**src/rtl/cla_serial_add_ctrl.sv**
```systemverilog
// rtl/cla_serial_add_ctrl.sv - nibble-serial add/subtract controller around a 4-bit CLA slice

module cla4 (
  input  logic [3:0] x,
  input  logic [3:0] y,
  input  logic       ci,
  output logic [3:0] s,
  output logic       co
);
  logic [3:0] g, p;
  logic [3:0] c;

  always_comb begin
    g = x & y;
    p = x ^ y;
    c[0] = ci;
    c[1] = g[0] | (p[0] & ci);
    c[2] = g[1] | (p[1] & g[0]) | (p[1] & p[0] & ci);
    c[3] = g[2] | (p[2] & g[1]) | (p[2] & p[1] & g[0]) | (p[2] & p[1] & p[0] & ci);
    co   = g[3] | (p[3] & g[2]) | (p[3] & p[2] & g[1]) | (p[3] & p[2] & p[1] & g[0])
         | (p[3] & p[2] & p[1] & p[0] & ci);
    s    = p ^ c;
  end
endmodule

module cla_serial_add_ctrl #(
  parameter int WIDTH = 16
) (
  input  logic             clk,
  input  logic             rst,
  input  logic             start,
  input  logic             sub,
  input  logic             cin,
  input  logic [WIDTH-1:0] a,
  input  logic [WIDTH-1:0] b,
  output logic             busy,
  output logic             done,
  output logic [WIDTH-1:0] sum,
  output logic             cout,
  output logic             overflow
);
  localparam int N  = WIDTH / 4;
  localparam int IW = (N > 1) ? $clog2(N) : 1;

  typedef enum logic [1:0] {IDLE, RUN, DONE} state_t;

  state_t           state, state_nxt;
  logic [WIDTH-1:0] opa, opb;
  logic             c;
  logic [IW-1:0]    idx;
  logic [3:0]       nib_s;
  logic             nib_co;
  logic             last;

  assign last = (idx == IW'(N - 1));

  cla4 u_cla (
    .x  (opa[4*idx +: 4]),
    .y  (opb[4*idx +: 4]),
    .ci (c),
    .s  (nib_s),
    .co (nib_co)
  );

  always_ff @(posedge clk or posedge rst) begin
    if (rst) state <= IDLE;
    else     state <= state_nxt;
  end

  always_comb begin
    state_nxt = state;
    case (state)
      IDLE:    if (start) state_nxt = RUN;
      RUN:     if (last)  state_nxt = DONE;
      DONE:    state_nxt = IDLE;
      default: state_nxt = IDLE;
    endcase
  end

  // Subtraction is folded into the add path: latch ~b and force the carry-in to 1.
  always_ff @(posedge clk or posedge rst) begin
    if (rst) begin
      opa      <= '0;
      opb      <= '0;
      c        <= 1'b0;
      idx      <= '0;
      sum      <= '0;
      cout     <= 1'b0;
      overflow <= 1'b0;
    end else begin
      case (state)
        IDLE: begin
          if (start) begin
            opa      <= a;
            opb      <= sub ? ~b : b;
            c        <= sub ? 1'b1 : cin;
            idx      <= '0;
            cout     <= 1'b0;
            overflow <= 1'b0;
          end
        end
        RUN: begin
          sum[4*idx +: 4] <= nib_s;
          c               <= nib_co;
          if (last) begin
            // nib_s[3] is the result MSB being written this cycle
            cout     <= nib_co;
            overflow <= (opa[WIDTH-1] == opb[WIDTH-1]) && (nib_s[3] != opa[WIDTH-1]);
          end else begin
            idx <= idx + 1'b1;
          end
        end
        default: ;
      endcase
    end
  end

  assign busy = (state == RUN);
  assign done = (state == DONE);
endmodule
```
**config.mk**
```make
export PLATFORM = sky130hd
export DESIGN_NAME = cla_serial_add_ctrl
export DESIGN_NICKNAME = d
export VERILOG_FILES = /design/src/rtl/cla_serial_add_ctrl.sv
export SDC_FILE = /design/constraint.sdc
export NUM_CORES = 1
export LEC_CHECK = 0
export BUFFER_PORTS_ARGS = -buffer_cell sky130_fd_sc_hd__buf_2
export CORE_UTILIZATION = 45
export CTS_CLUSTER_SIZE = 30
export DETAILED_ROUTE_END_ITERATION = 8
export PLACE_DENSITY = 0.68
export RECOVER_POWER = 50
export SKIP_LAST_GASP = 1
export SYNTH_ARGS = -nofsm -noshare
export SYNTH_HDL_FRONTEND = slang
export SYNTH_HIERARCHICAL = 1
export SYNTH_SLANG_ARGS = --single-unit
```
**constraint.sdc**
```tcl
create_clock -name clk -period 5.1 [get_ports clk]
set_input_delay 0.51 -clock clk [delete_from_list [all_inputs] [get_ports clk]]
set_output_delay 0.51 -clock clk [all_outputs]
set_load 0.01 [all_outputs]
```
# Yosys cells after proc, flatten, opt, wreduce, memory -nomap -nowiden
# Index checks and enable logic that the tools add are counted.
# word_totals
regBits	55
in_bits	37
output_inout_bits	20
word_cells	76
# op_classes
n_addsub	2
n_eq_ne	8
shifts	4
n_mux	16
bitwise_logic	30
n_reduce_logical	8
# op_table
op	count
4-bit negation with 34-bit output	1
4-bit by 34-bit variable shift with 16-bit output (first input constant)	1
4-bit by 34-bit indexed part select with 16-bit output	1
16-bit by 5-bit indexed part select with 4-bit output	2
1-bit AND	16
16-bit bitwise mux	1
16-bit 2-to-1 mux	1
16-bit inverter	1
1-bit OR	10
2-bit 2-to-1 mux	4
2-bit case mux with 2 select lines	2
4-bit bitwise XOR	2
1-bit case mux with 2 select lines	3
2-bit AND reduction	3
3-bit AND reduction	2
1-bit 2-to-1 mux	5
4-bit AND	1
2-bit equality test (second input constant)	2
2-bit inequality test (second input constant)	2
2-bit by 1-bit adder with 2-bit output (second input constant)	1
2-bit by 1-bit equality test with 1-bit output (second input constant)	1
2-bit zero test	1
2-bit by 1-bit inequality test with 1-bit output (second input constant)	1
2-bit nonzero test	1
3 further kinds	3

# Longest topological paths before layout
# logic_depth
word_depth	11
ltp_mapped	9
ltp_nobuf	8

# Hierarchy
# Netlist, hierarchy kept.
# by_module_without_submodules
module	n_inst	cells_each	area_each_um2	seq_area_each_um2
cla_serial_add_ctrl	1	200	2623.8	1376.3
cla4	1	17	147.6	0.0

# Least setup slack after synthesis
# OpenSTA, ideal clock, no wires.
# synth_path
kind	reg2reg
from	reg idx[0]
to	reg overflow
setup_time_ps	128
arrival_ps	2544
t_required_ps	4972
slack_ps	2428
path_stages_with_launch	10
path_buffers	1
period_less_slack_ps	2672
cell_sequence	dfrtp_1 -> buf_4 -> mux4_2 -> ha_1 -> a21o_1 -> a31o_1 -> xor2_1 -> and3b_1 -> a21oi_1 -> o21ai_0
# synth_between
elab_chain_len	11
word_cells_on_any_way	20
cone_classes	eq/ne (3); shift (2); mux (2); bitwise (11); reduce/logical (2)
# synth_lines
element	line	source
start: declaration	50	logic [IW-1:0] idx;
start signal: assignment	110	idx <= idx + 1'b1;
16-bit by 5-bit indexed part select with 4-bit output (on tied branches)	58, 59	
4-bit bitwise XOR / 4-bit AND (equally long branches)	15, 14	
1-bit AND	19	c[3] = g[2] | (p[2] & g[1]) | (p[2] & p[1] & g[0]) | (p[2] & p[1] & p[0] & ci);
1-bit OR / 1-bit AND (equally long branches) (2 in a row)	19	
1-bit OR	19	
4-bit bitwise XOR *	22	s = p ^ c;
via nib_s[3]	51	logic [3:0] nib_s;
1-bit inequality test *	108	overflow <= (opa[WIDTH-1] == opb[WIDTH-1]) && (nib_s[3] != opa[WIDTH-1]);
1-bit logical AND *	108	
1-bit 2-to-1 mux *	105	if (last) begin
1-bit case mux with 2 select lines *	91	case (state)
end signal: assignment	108	
end: declaration	40	output logic overflow
# The timed path passes the listed nets; every way through them passes the cells marked *. The select of a mux whose other input is x is not followed.
# A chain may end at the register's enable or synchronous reset.

# Worst setup path in the final report
# Same ends and word-level chain as after synthesis.

==> impl_metrics.json <==
{
  "outcome": "complete, but fails checks",
  "violations": "capacitance limit, slew limit",
  "die_area_um2": 6476,
  "synth-xor-area-share_pct": 6.005,
  "cp-end-kind": "register",
  "period_needed_ns": 3.171,
  "final_hold_viol_count": 0,
  "path_clk_slew_ns": 0.10,
  "overflow": 0,
  "yosys_register_bits": 55,
  "synth_area_um2": 2771,
  "maxSlewViolCount": 56,
  "drc": 0,
  "crit_start": "idx[0]",
  "synth_adder_area_share_pct": 5.237,
  "synth_mux_area_share_pct": 13.41,
  "fin_skew_ns": 0.005583,
  "syn_nets": 265,
  "drt_iter0_markers": 110,
  "synth_top_family_by_area": "multiplexers",
  "dp_cells": 340,
  "relSlewSlack_pct": -88.56,
  "h-tree-depth": 2,
  "synth_seq_area_share_pct": 49.66,
  "finalSetupViolations": 0,
  "cts_setup_buffers": 0,
  "instances_no_fill": 347,
  "core_area_um2": 5921,
  "internal-power_uw": 1302,
  "num_io_pins": 57,
  "synth-compound-area-share_pct": 11.20,
  "die-height_um": 80.48,
  "ys_warn_count": 6,
  "grt_max_degree": 56,
  "initial_utilization_pct": 46.81,
  "max_freq_ghz": 0.3154,
  "clock_latency_ns": 0.31,
  "synthDistinctLibCells": 30,
  "reg2regPathDepth": 8,
  "num_vias": 1794,
  "drive_gt1_share_pct": 27.94,
  "tightest_slew_ns": 2.828,
  "min_from": "a[5]",
  "wirelength_um": 5112,
  "grt_pass1_wl_um": 8390,
  "clkPwrFrac_pct": 12.6,
  "path_class": "register to register",
  "num_antenna_cells": 0,
  "combPwrFrac_pct": 51.8,
  "synthCells": 217,
  "numClockSinks": 55,
  "die-width_um": 80.48,
  "place.gp.congestion": 0.7753,
  "hold_buffers": 0,
  "fin_crit_sh_pct": 62.18,
  "rsz0062_at_grt": "false",
  "numCtsBuffers": 5,
  "drtAntennaViolNets": 0,
  "r2r-start": "idx[0]",
  "tritoncts": "built",
  "rrSetupSlack_ns": 1.93,
  "final_nets": 320,
  "ir_worst_vdd_uv": 369.0,
  "pwr-share-seq_pct": 35.6,
  "whs_path_depth": 2,
  "antenna_found_initial": 0,
  "path_max_fanout": 16,
  "maxCapViolCount": 1,
  "avgSynthCellArea_um2": 12.77,
  "wl_per_cell_um": 14.73,
  "grt_pass1_vias": 1781,
  "clk_path_buf_depth": 2,
  "cts_root_buf": "clkbuf_8",
  "p_sw_share_pct": 42.18,
  "grtUsageTotal_pct": 17.39,
  "firstDrtPassIters": 4,
  "post_cts_resized": 0,
  "rows": 28,
  "critPathArrivalTime_ns": 3.37,
  "required_ns": 5.30,
  "hpwlAfterDp_um": 3700,
  "tns_ns": 0,
  "hold_class": "input pin to register",
  "yosys.area_share.simple_pct": 10.74,
  "p_per_area_nw_per_um2": 707.3,
  "syn_to_final_growth_pct": 14.90,
  "start_kind": "register",
  "power.leakage_uw": 0.001463,
  "p_sw_uw": 950.1,
  "port-buffer-count": 56,
  "viasPerCell": 5.170,
  "final_util_pct": 53.78
}
[power groups by stage]
stage / combinational, uW / sequential [uW] / clock, uW
after global routing: 1300 / 835 / 304
after global placement: 1150 / 808 / 0
after CTS: 1190 / 806 / 289
after floorplan: 932 / 746 / 0
final: 1170 / 803 / 283
after detailed placement: 1190 / 816 / 0
[Yosys cell counts]
cell type	instances	area (um^2)
a21o_1	3	22.52
a21oi_1	19	95.09
a22o_1	17	148.9
a31o_1	1	8.760
and3b_1	2	17.52
buf_2	5	25.02
buf_4	5	37.54
dfrtp_1	55	1376
fa_1	1	20.02
ha_1	10	125.1
inv_1	11	41.29
mux2_1	10	112.6
mux2_2	7	78.83
mux4_2	8	180.2
nand2_1	6	22.52
nand2b_4	1	13.76
nand3b_1	3	22.52
nand3b_4	1	20.02
nor2_1	19	71.32
nor2b_1	1	6.260
nor3b_1	1	7.510
nor3b_4	1	18.77
nor4b_2	1	15.01
nor4b_4	3	71.32
o211ai_1	1	7.510
o21ai_0	4	20.02
o21bai_1	1	7.510
or3b_4	1	11.26
xnor2_1	18	157.7
xor2_1	1	8.760
[cells in the final DEF (no fill, tap or decap), drive strengths merged]
| cell type | n |
|---|---|
| o21ai | 4 |
| bufinv | 1 |
| nand2b | 1 |
| dfrtp | 55 |
| nand2 | 6 |
| a22o | 17 |
| xnor2 | 18 |
| a21o | 3 |
| buf | 47 |
| inv | 10 |
| nor2 | 19 |
| clkinv | 1 |
| mux4 | 8 |
| nor2b | 1 |
| or3b | 1 |
| o211ai | 1 |
| clkbuf | 17 |
| fa | 1 |
| o21bai | 1 |
| mux2 | 17 |
| xor2 | 1 |
| ha | 10 |
| a31o | 1 |
| nor4b | 4 |
| nand3b | 4 |
| a21oi | 19 |
| nor3b | 2 |
| and3b | 2 |
[state kept, by name, summed over array words and instances, names as in the netlist]
| signal | cells |
|---|---|
| c | 1 |
| cout | 1 |
| idx | 2 |
| opa | 16 |
| opb | 16 |
| overflow | 1 |
| state | 2 |
| sum | 16 |
[critical path, cell delays in order, from the launching register on]
cell and delay (ns):
dfrtp_1 0.86, mux4_2 0.60, ha_1 0.35, a21o_1 0.19, a31o_1 0.22, xor2_1 0.40, and3b_1 0.23, a21oi_1 0.10
o21ai_0 0.09
[final timing paths]
check | end
worst min-delay path | opa[5]
max in group asynchronous | opb[6]
min in group asynchronous | sum[8]
worst min register to register | opa[13]
worst max-delay path | overflow
worst max register to register | overflow
[final cells by class]
type | instances | area [um^2]
multi-input cells | 141 | 1291
fillers | 544 | 2736
inverters | 11 | 41.29
well taps | 75 | 93.84
clock inverters | 1 | 30.03
repair buffers | 58 | 279.0
clock buffers | 6 | 72.57
flip-flops and latches | 55 | 1376
[layer usage]
layer,vias up,global-route usage (%),part of all wire [%]
met5,-,0,0
met4,0,7.143,1.4
met3,10,3.636,3.7
met2,42,28.14,49
met1,862,22.64,46
li1,880,-,-
[stage by stage]
| step | hold WS, ns | power (uW) | worst slack (ns) | area [um^2] |
|---|---|---|---|---|
| final | 0.4146 | 2252 | 1.929 | 3184 |
| after global routing | 0.4046 | 2437 | 1.498 | 3184 |
| after global placement | 0.4702 | 1961 | 1.989 | 3098 |
| after detailed placement | 0.4745 | 2004 | 1.899 | 3098 |
| after CTS | 0.4069 | 2290 | 1.878 | 3201 |
| after floorplan | 0.4526 | 1678 | 2.428 | 2771 |
[cells by family after synthesis]
family	after synthesis
compound gates	46
xor+xnor	19
fa+ha+maj	11
buf+inv	21
flops	55
mux	25
simple gates	40
(Power assumes the default switching activity.)
